===== config.mk =====
export PLATFORM = sky130hd
export DESIGN_NAME = ifetch_queue
export DESIGN_NICKNAME = d
export VERILOG_FILES = /design/src/rtl/ifetch_queue.sv
export SDC_FILE = /design/constraint.sdc
export NUM_CORES = 1
export LEC_CHECK = 0
export ABC_AREA = 1
export CORE_ASPECT_RATIO = 1.5
export CORE_UTILIZATION = 28
export DETAILED_ROUTE_END_ITERATION = 6
export SYNTH_ARGS = -nofsm -noshare
export SYNTH_HDL_FRONTEND = slang
export SYNTH_SLANG_ARGS = --single-unit

===== constraint.sdc =====
create_clock -name clk -period 3.04 [get_ports clk]
set_input_delay 0.608 -clock clk [delete_from_list [all_inputs] [get_ports clk]]
set_output_delay 0.608 -clock clk [all_outputs]
set_load 0.05 [all_outputs]

===== src/rtl/ifetch_queue.sv =====
// ---------------------------------------------------------------------------
// ifetch_queue
//
// Instruction prefetch queue. It sits between a handshaked instruction
// memory and the IF/ID pipeline register. The block fetches sequential words
// ahead of the pipeline into a DEPTH-entry FIFO. Each FIFO entry holds a
// {pc, code} pair. A pipeline redirect empties the FIFO and restarts fetch
// at the target address. If a memory response is still in flight when the
// redirect arrives, that response is drained and thrown away.
//
// Ports
//   clk            : rising-edge clock
//   rst_n          : asynchronous active-low reset, released synchronously
//   redirect_valid : one-cycle pulse for a taken branch or jump
//   redirect_pc    : word-aligned redirect target
//   mem_req        : memory request, held until it is acknowledged
//   mem_addr       : request address, stable while mem_req is waiting
//   mem_ack        : memory accepts the request, mem_rdata valid this cycle
//   mem_rdata      : returned instruction word
//   out_valid      : head entry is presentable to IF/ID
//   out_ready      : IF/ID takes the head entry (low while ID stalls)
//   out_pc         : PC of the head entry
//   out_pc4        : out_pc + 4
//   out_code       : instruction word of the head entry
// ---------------------------------------------------------------------------
module ifetch_queue #(
  parameter int unsigned DEPTH    = 4,
  parameter logic [31:0] RESET_PC = 32'h0000_0000
) (
  input  logic        clk,
  input  logic        rst_n,
  input  logic        redirect_valid,
  input  logic [31:0] redirect_pc,
  output logic        mem_req,
  output logic [31:0] mem_addr,
  input  logic        mem_ack,
  input  logic [31:0] mem_rdata,
  output logic        out_valid,
  input  logic        out_ready,
  output logic [31:0] out_pc,
  output logic [31:0] out_pc4,
  output logic [31:0] out_code
);

  localparam int unsigned     PTR_W   = (DEPTH > 1) ? $clog2(DEPTH) : 1;
  localparam int unsigned     CNT_W   = $clog2(DEPTH) + 1;
  localparam logic [CNT_W-1:0] DEPTH_C = CNT_W'(DEPTH);
  localparam logic [CNT_W-1:0] CNT_ONE = CNT_W'(1'b1);
  localparam logic [PTR_W-1:0] PTR_ONE = PTR_W'(1'b1);

  // REQ    : a live request is on the bus, and its data will be queued.
  // DISCARD: a request issued before a redirect is still pending. Its data
  //          belongs to the old path and is dropped.
  typedef enum logic [1:0] {
    IDLE    = 2'd0,
    REQ     = 2'd1,
    DISCARD = 2'd2
  } fetchState_t;

  fetchState_t      state_r;
  fetchState_t      stateNext_s;
  logic             memReq_r;
  logic             memReqNext_s;
  logic [31:0]      memAddr_r;
  logic [31:0]      memAddrNext_s;
  logic [31:0]      fetchPc_r;
  logic [31:0]      fetchPcNext_s;
  logic [31:0]      pcInc_s;

  logic [CNT_W-1:0] count_r;
  logic [CNT_W-1:0] countAfter_s;
  logic [PTR_W-1:0] rdPtr_r;
  logic [PTR_W-1:0] wrPtr_r;
  logic [31:0]      pcMem_r   [DEPTH];
  logic [31:0]      codeMem_r [DEPTH];

  logic             outValid_s;
  logic             push_s;
  logic             pop_s;

  // Queue handshake qualifiers, and the occupancy after this cycle's traffic.
  always_comb begin
    // A redirect hides the head at once, so a stale entry is never consumed.
    outValid_s = (count_r != {CNT_W{1'b0}}) && !redirect_valid;
    pop_s      = outValid_s && out_ready;
    // Only a REQ-state response is pushed. DISCARD responses are dropped.
    push_s     = (state_r == REQ) && memReq_r && mem_ack && !redirect_valid;
    if (push_s && !pop_s) begin
      countAfter_s = count_r + CNT_ONE;
    end else if (pop_s && !push_s) begin
      countAfter_s = count_r - CNT_ONE;
    end else begin
      countAfter_s = count_r;
    end
  end

  // The sequential address wraps naturally from 32'hFFFF_FFFC to 0.
  assign pcInc_s = fetchPc_r + 32'd4;

  // Fetch FSM next-state and next request/address computation.
  always_comb begin
    stateNext_s   = state_r;
    memReqNext_s  = memReq_r;
    memAddrNext_s = memAddr_r;
    fetchPcNext_s = fetchPc_r;
    case (state_r)
      IDLE: begin
        if (redirect_valid) begin
          stateNext_s   = REQ;
          memReqNext_s  = 1'b1;
          memAddrNext_s = redirect_pc;
          fetchPcNext_s = redirect_pc;
        end else if (countAfter_s < DEPTH_C) begin
          stateNext_s   = REQ;
          memReqNext_s  = 1'b1;
          memAddrNext_s = fetchPc_r;
        end else begin
          stateNext_s   = IDLE;
          memReqNext_s  = 1'b0;
          memAddrNext_s = fetchPc_r;
        end
      end
      REQ: begin
        if (redirect_valid) begin
          if (mem_ack) begin
            // The returned word is from the old path. Restart immediately.
            stateNext_s   = REQ;
            memReqNext_s  = 1'b1;
            memAddrNext_s = redirect_pc;
            fetchPcNext_s = redirect_pc;
          end else begin
            // The bus request must stay stable until it is acknowledged.
            stateNext_s   = DISCARD;
            fetchPcNext_s = redirect_pc;
          end
        end else if (mem_ack) begin
          fetchPcNext_s = pcInc_s;
          memAddrNext_s = pcInc_s;
          if (countAfter_s < DEPTH_C) begin
            stateNext_s  = REQ;
            memReqNext_s = 1'b1;
          end else begin
            stateNext_s  = IDLE;
            memReqNext_s = 1'b0;
          end
        end else begin
          stateNext_s = REQ;
        end
      end
      DISCARD: begin
        if (mem_ack) begin
          stateNext_s   = REQ;
          memReqNext_s  = 1'b1;
          if (redirect_valid) begin
            memAddrNext_s = redirect_pc;
            fetchPcNext_s = redirect_pc;
          end else begin
            memAddrNext_s = fetchPc_r;
          end
        end else if (redirect_valid) begin
          fetchPcNext_s = redirect_pc;
        end else begin
          stateNext_s = DISCARD;
        end
      end
      default: begin
        stateNext_s   = IDLE;
        memReqNext_s  = 1'b0;
        memAddrNext_s = fetchPc_r;
      end
    endcase
  end

  // Fetch FSM state, bus request and fetch address registers.
  always_ff @(posedge clk or negedge rst_n) begin
    if (!rst_n) begin
      state_r   <= IDLE;
      memReq_r  <= 1'b0;
      memAddr_r <= RESET_PC;
      fetchPc_r <= RESET_PC;
    end else begin
      state_r   <= stateNext_s;
      memReq_r  <= memReqNext_s;
      memAddr_r <= memAddrNext_s;
      fetchPc_r <= fetchPcNext_s;
    end
  end

  // Occupancy and pointers. A redirect has priority over push and pop.
  always_ff @(posedge clk or negedge rst_n) begin
    if (!rst_n) begin
      count_r <= {CNT_W{1'b0}};
      rdPtr_r <= {PTR_W{1'b0}};
      wrPtr_r <= {PTR_W{1'b0}};
    end else if (redirect_valid) begin
      count_r <= {CNT_W{1'b0}};
      rdPtr_r <= {PTR_W{1'b0}};
      wrPtr_r <= {PTR_W{1'b0}};
    end else begin
      count_r <= countAfter_s;
      if (pop_s) begin
        rdPtr_r <= rdPtr_r + PTR_ONE;
      end
      if (push_s) begin
        wrPtr_r <= wrPtr_r + PTR_ONE;
      end
    end
  end

  // Entry storage. Entries are cleared on reset so the head outputs reset to
  // known values.
  always_ff @(posedge clk or negedge rst_n) begin
    if (!rst_n) begin
      for (int i = 0; i < int'(DEPTH); i++) begin
        pcMem_r[i]   <= 32'h0000_0000;
        codeMem_r[i] <= 32'h0000_0000;
      end
    end else if (push_s) begin
      pcMem_r[wrPtr_r]   <= memAddr_r;
      codeMem_r[wrPtr_r] <= mem_rdata;
    end
  end

  assign mem_req   = memReq_r;
  assign mem_addr  = memAddr_r;
  assign out_valid = outValid_s;
  assign out_pc    = pcMem_r[rdPtr_r];
  assign out_code  = codeMem_r[rdPtr_r];
  assign out_pc4   = pcMem_r[rdPtr_r] + 32'd4;

endmodule


==> results.md <==
- The run finished, with violations left.
- The checks that failed: negative hold slack, negative setup slack.
- Dividing the final minimum period by the clock period gives 110%.
- Global routing used 18.4% of the available tracks.
- In this run the vertical extent of the chip is 300 um.
- Ranked by total cell area, the synthesized netlist is headed by dfrtp_1 (50%), nand2_1 (16%), o21ai_0 (12%).
- For the finished layout, the period the worst path requires is 3340 ps.
- The first TritonRoute pass finished after 5 iterations.
- The number of ports placed on the die boundary is 199.
- Entering global routing, the biggest net connects 101 pins.
- The first global-routing pass estimated 86900 um of wire.
- Setup repair after global routing could not meet its margin everywhere.
- The TritonCTS buffer count is 37.
- The number of warnings reported in the yosys synthesis log is 0.
- The worst clock skew is 30.2 ps.
- The sequential element share of the synthesized area is 49.7%.
- The synthesis-stage register bit count is 330.
- The number of H-tree levels is 2.
- The count of final hold-check violations is 4.
- The number of standard cells after synthesis is 2188.
- The top-area cell type share of the netlist area is 49.7%.
- The area growth from synthesis to layout is 43.2%.
- For this run, design rule violations remaining after detail routing come to 0.
- The final weighted congestion in routability-driven placement is 0.919.
- After global routing the overflow that remains totals 0.
- Based on the critical path, the design can be clocked at up to 299 MHz.
- The total power divided by cell area is 1160 nW/um2.
- The detail route stage leaves a number of antenna-violating nets equal to 0.
- The fraction of synthesis flops using an asynchronous set or reset pin is 100%.
- After Yosys synthesis, XOR and XNOR cells account for 1.63% of the synthesized area.
- Setup slack on the critical path of the routed design comes to -304 ps.
- The later pin in the worst-skew pair is clocked with a latency of 570 ps.
- The wire-length estimate of the detail-placed layout is 38400 um.
- For this run, the slowest stage of the critical path takes 530 ps.
- The number of max-slew violations in the final report was 0.
- The number of I/O port buffers is 198.
- After the first detailed-routing iteration, the DRC count stood at 998.
- After synthesis, the largest family of logic cells by area is simple AND/OR/NAND/NOR gates.
- The tool flagged a number of max-cap violations equal to 0.
- Detailed routing placed a total of 29400 um of wire on met2.
- The number of global-route vias before repair is 15.3k.
- The overall via count from detail_route is 15.6k.
- TritonCTS built the clock tree.
- At the worst endpoint, the arrival time is 2740 ps.
- The analysis attributes to cell leakage a power of 10.9 nW.
- The diode insertion count for antenna repair is 0.
- Summed over all instances, the cell type with the most area after synthesis is dfrtp_1.
- IR analysis of the VDD net gives a maximum drop of 0.000634 V.
- In this run the core area contains 109 standard-cell rows.
- The routed wire length is 55900 um.
- The average vias per placed instance is 4.83.
- STA classifies the critical path startpoint as a flip-flop.
- The tightest min-delay check is of the input port to async pin type.
- In this design, the critical path's most frequently occurring cell is nand3_4.
- The die covers 60300 um2.
- The cell type group with the largest total delay on the critical path is simple AND/OR/NAND/NOR gates.
- The post-route met1 wirelength is 21500 um.
- After synthesis, the mean cell area works out to 7.59 um2.
- The number of enable flip-flop cells after synthesis is 0.
- Among all flip-flop cells after synthesis, the most frequent one is dfrtp_1.
- The root cell of the clock tree is clkbuf_16.
- The die is 201 um wide.
- The number of nets in the synthesized netlist is 2266.
- The required time at the endpoint of the critical path is 2430 ps.
- The detailed router used layers up to and including met4.
- STA classifies the critical path endpoint as a primary output.
- The synthesized netlist occupies a cell area of 16600 um2.
- Summing the areas of all compound-gate instances in the mapped netlist gives 15.8% of the synthesized area.
- The cell count after placement is 3109.
- The number of buffers and inverters on the critical path is 4.
- Measured against its own limit, the worst slew margin works out to 31.9%.
- The largest individual stage delay along the critical path comes from the cell dfrtp_4.
- The critical path goes through buf_12 -> clkinv_16 -> buf_8 -> nand2_4 -> nand3_4 -> nand2_4 -> nor2_4 -> nand3_4 -> nor2_4 -> nand3_4 -> xor2_4 -> buf_12.
- In this run the worst path has a maximum fanout of 8.
- After Yosys synthesis, full adders, half adders and majority gates account for 0.678% of the synthesized area.
- The tightest hold path in the finished design has a slack of -1.01 ps.
- The critical path in this run is classified as flip-flop to primary output.
- The total met3 wirelength after detailed routing is 2850 um.
- After clock tree synthesis, the clock-pin slew on the worst setup and hold paths is 60 ps.
- CTS saw 330 sinks.
- The initial utilization of the core area, before any placement, comes to 28.3%.
- At the pin with the least slew margin, the transition time is 1020 ps.
- The core footprint is 58800 um2.
- Of the total synthesized cell area, the portion taken by AND, OR, NAND and NOR gates is 25.0%.
- The number of setup violations in the final report is 26.
- The longest clock path from root to sink contains 3 buffers.
- The number of distinct library cells after synthesis is 40.
- The ratio of cells with drive above 1 in the final layout is 19.6%.
- The portion of synthesized area spent on multiplexers is 0%.
- The average wire length per cell after detail routing is 17.3 um.
- The number of antenna violations at the first check in global routing is 0.
- Summing internal, switching and leakage power gives 27.7 mW.
- The final-layout setup total negative slack is -6190 ps.
- The net count of the finished layout is 2501.
- For this run, the number of standard cells in the final layout without fillers is 3226.
==> layout make-up <==
type                            count  area [um2]
Fill cell                        5804       35000
Sequential cell                   330        8260
Multi-Input combinational cell   1566        8180
Timing Repair Buffer              323        4400
Clock buffer                       49        1030
Tap cell                          777         972
Inverter                          164         661
Clock inverter                     16         265
Timing Repair inverter              1        16.3
==> cells in the final DEF, fill, tap and decap left out, drive strengths merged, types with 2 or more instances in the layout <==
master,synthesis,final
o211ai,12,12
nand2,697,697
nand4,3,3
nor2,209,209
o21ai,403,403
or2,4,4
clkinv,0,9
nand3,96,96
nor3,5,5
o22ai,36,36
xnor2,2,2
inv,164,163
buf,37,220
xor2,29,29
clkinvlp,0,3
nand3b,5,5
o21bai,4,4
bufinv,0,6
dfrtp,330,330
ha,9,9
clkbuf,91,51
clkdlybuf4s50,0,100
a21oi,39,39
a31oi,6,6
==> state kept, by name, indices dropped and copies added (netlist names) <==
signal and count:
count_r 3, rdPtr_r 2, mem_addr 32, pcMem_r 128, mem_req 1, state_r 2
fetchPc_r 32, codeMem_r 128, wrPtr_r 2
==> worst paths after layout <==
| check | startpoint | slack, ps | end | cells past startpoint |
|---|---|---|---|---|
| setup / recovery | rdPtr_r[0] | -300 | out_pc4[24] | 12 |
| hold / removal | rst_n | -1 | codeMem_r[117] | 1 |
| setup reg to reg | state_r[0] | 720 | mem_addr[12] | 9 |
| hold reg to reg | codeMem_r[39] | 480 | codeMem_r[39] | 2 |
| max in group asynchronous | rst_n | 2170 | codeMem_r[36] | 2 |
| min in group clk | codeMem_r[39] | 480 | codeMem_r[39] | 2 |
==> metrics by stage <==
stage          instance area (um2)  setup slack, ps  util (%)
6_report                     23800             -304      40.5
5_1_grt                      23800             -399      40.5
4_1_cts                      23300             -309      39.7
3_5_place_dp                 20900             60.6      35.5
3_3_place_gp                 20900             61.9      35.5
2_1_floorplan                16700            -5.50         -
==> report_power, final <==
group | internal [mW] | leakage (nW) | switching (mW)
logic | 6.46 | 5.98 | 9.57
clock network | 2.92 | 0.631 | 1.90
registers | 5.75 | 4.33 | 1.08
==> worst reg2reg max path, cell delays in order, from the launching register on <==
cell     delay (ps)
dfrtp_1         670
inv_1           300
nor2_1          250
nand2_1         170
nor2_2          280
nand2_1          80
nand3_1          90
nand2_1          60
o21ai_0         190
o21ai_0         110
==> cell families after synthesis <==
group                    count (synthesis)
AND/OR/NAND/NOR                       1022
flip-flops                             330
adder cells (fa/ha/maj)                  9
buffers and inverters                  292
AO/OA/AOI/OAI                          504
XOR/XNOR                                31
==> cell usage after synthesis (2+ instances only) <==
cell and count:
nand3_1 91, nand4_1 3, xor2_1 29, inv_2 4, nand2_4 3, buf_6 7, xnor2_1 2, nand3_2 5
nor2_1 194, a31oi_1 6, nor2_4 2, buf_2 25, nand2_2 4, nand3b_1 5, o21ai_0 401, a21oi_1 39
buf_4 4, nor3_2 4, nor2_2 12, o21bai_1 4, inv_1 160, o21ai_1 2, or2_2 4, nand2_1 690
o211ai_1 12, o22ai_1 36, dfrtp_1 330, ha_1 9, clkbuf_1 90
==> metal layers <==
metal	global-route usage [%]	vias to the layer above
li1	-	7505
met2	33.5	500
met3	2.99	105
met5	0	-
met1	21.1	7481
met4	7.82	0
==> what timing repair did <==
action	in CTS	in global routing
resized for setup	184	79
gates cloned	8	1
pin swaps	45	70
endpoints found under the hold margin	0	0
setup endpoints to repair	29	39
hold buffers	0	0
setup buffers	32	14
Power figures use the tool's default switching activity.
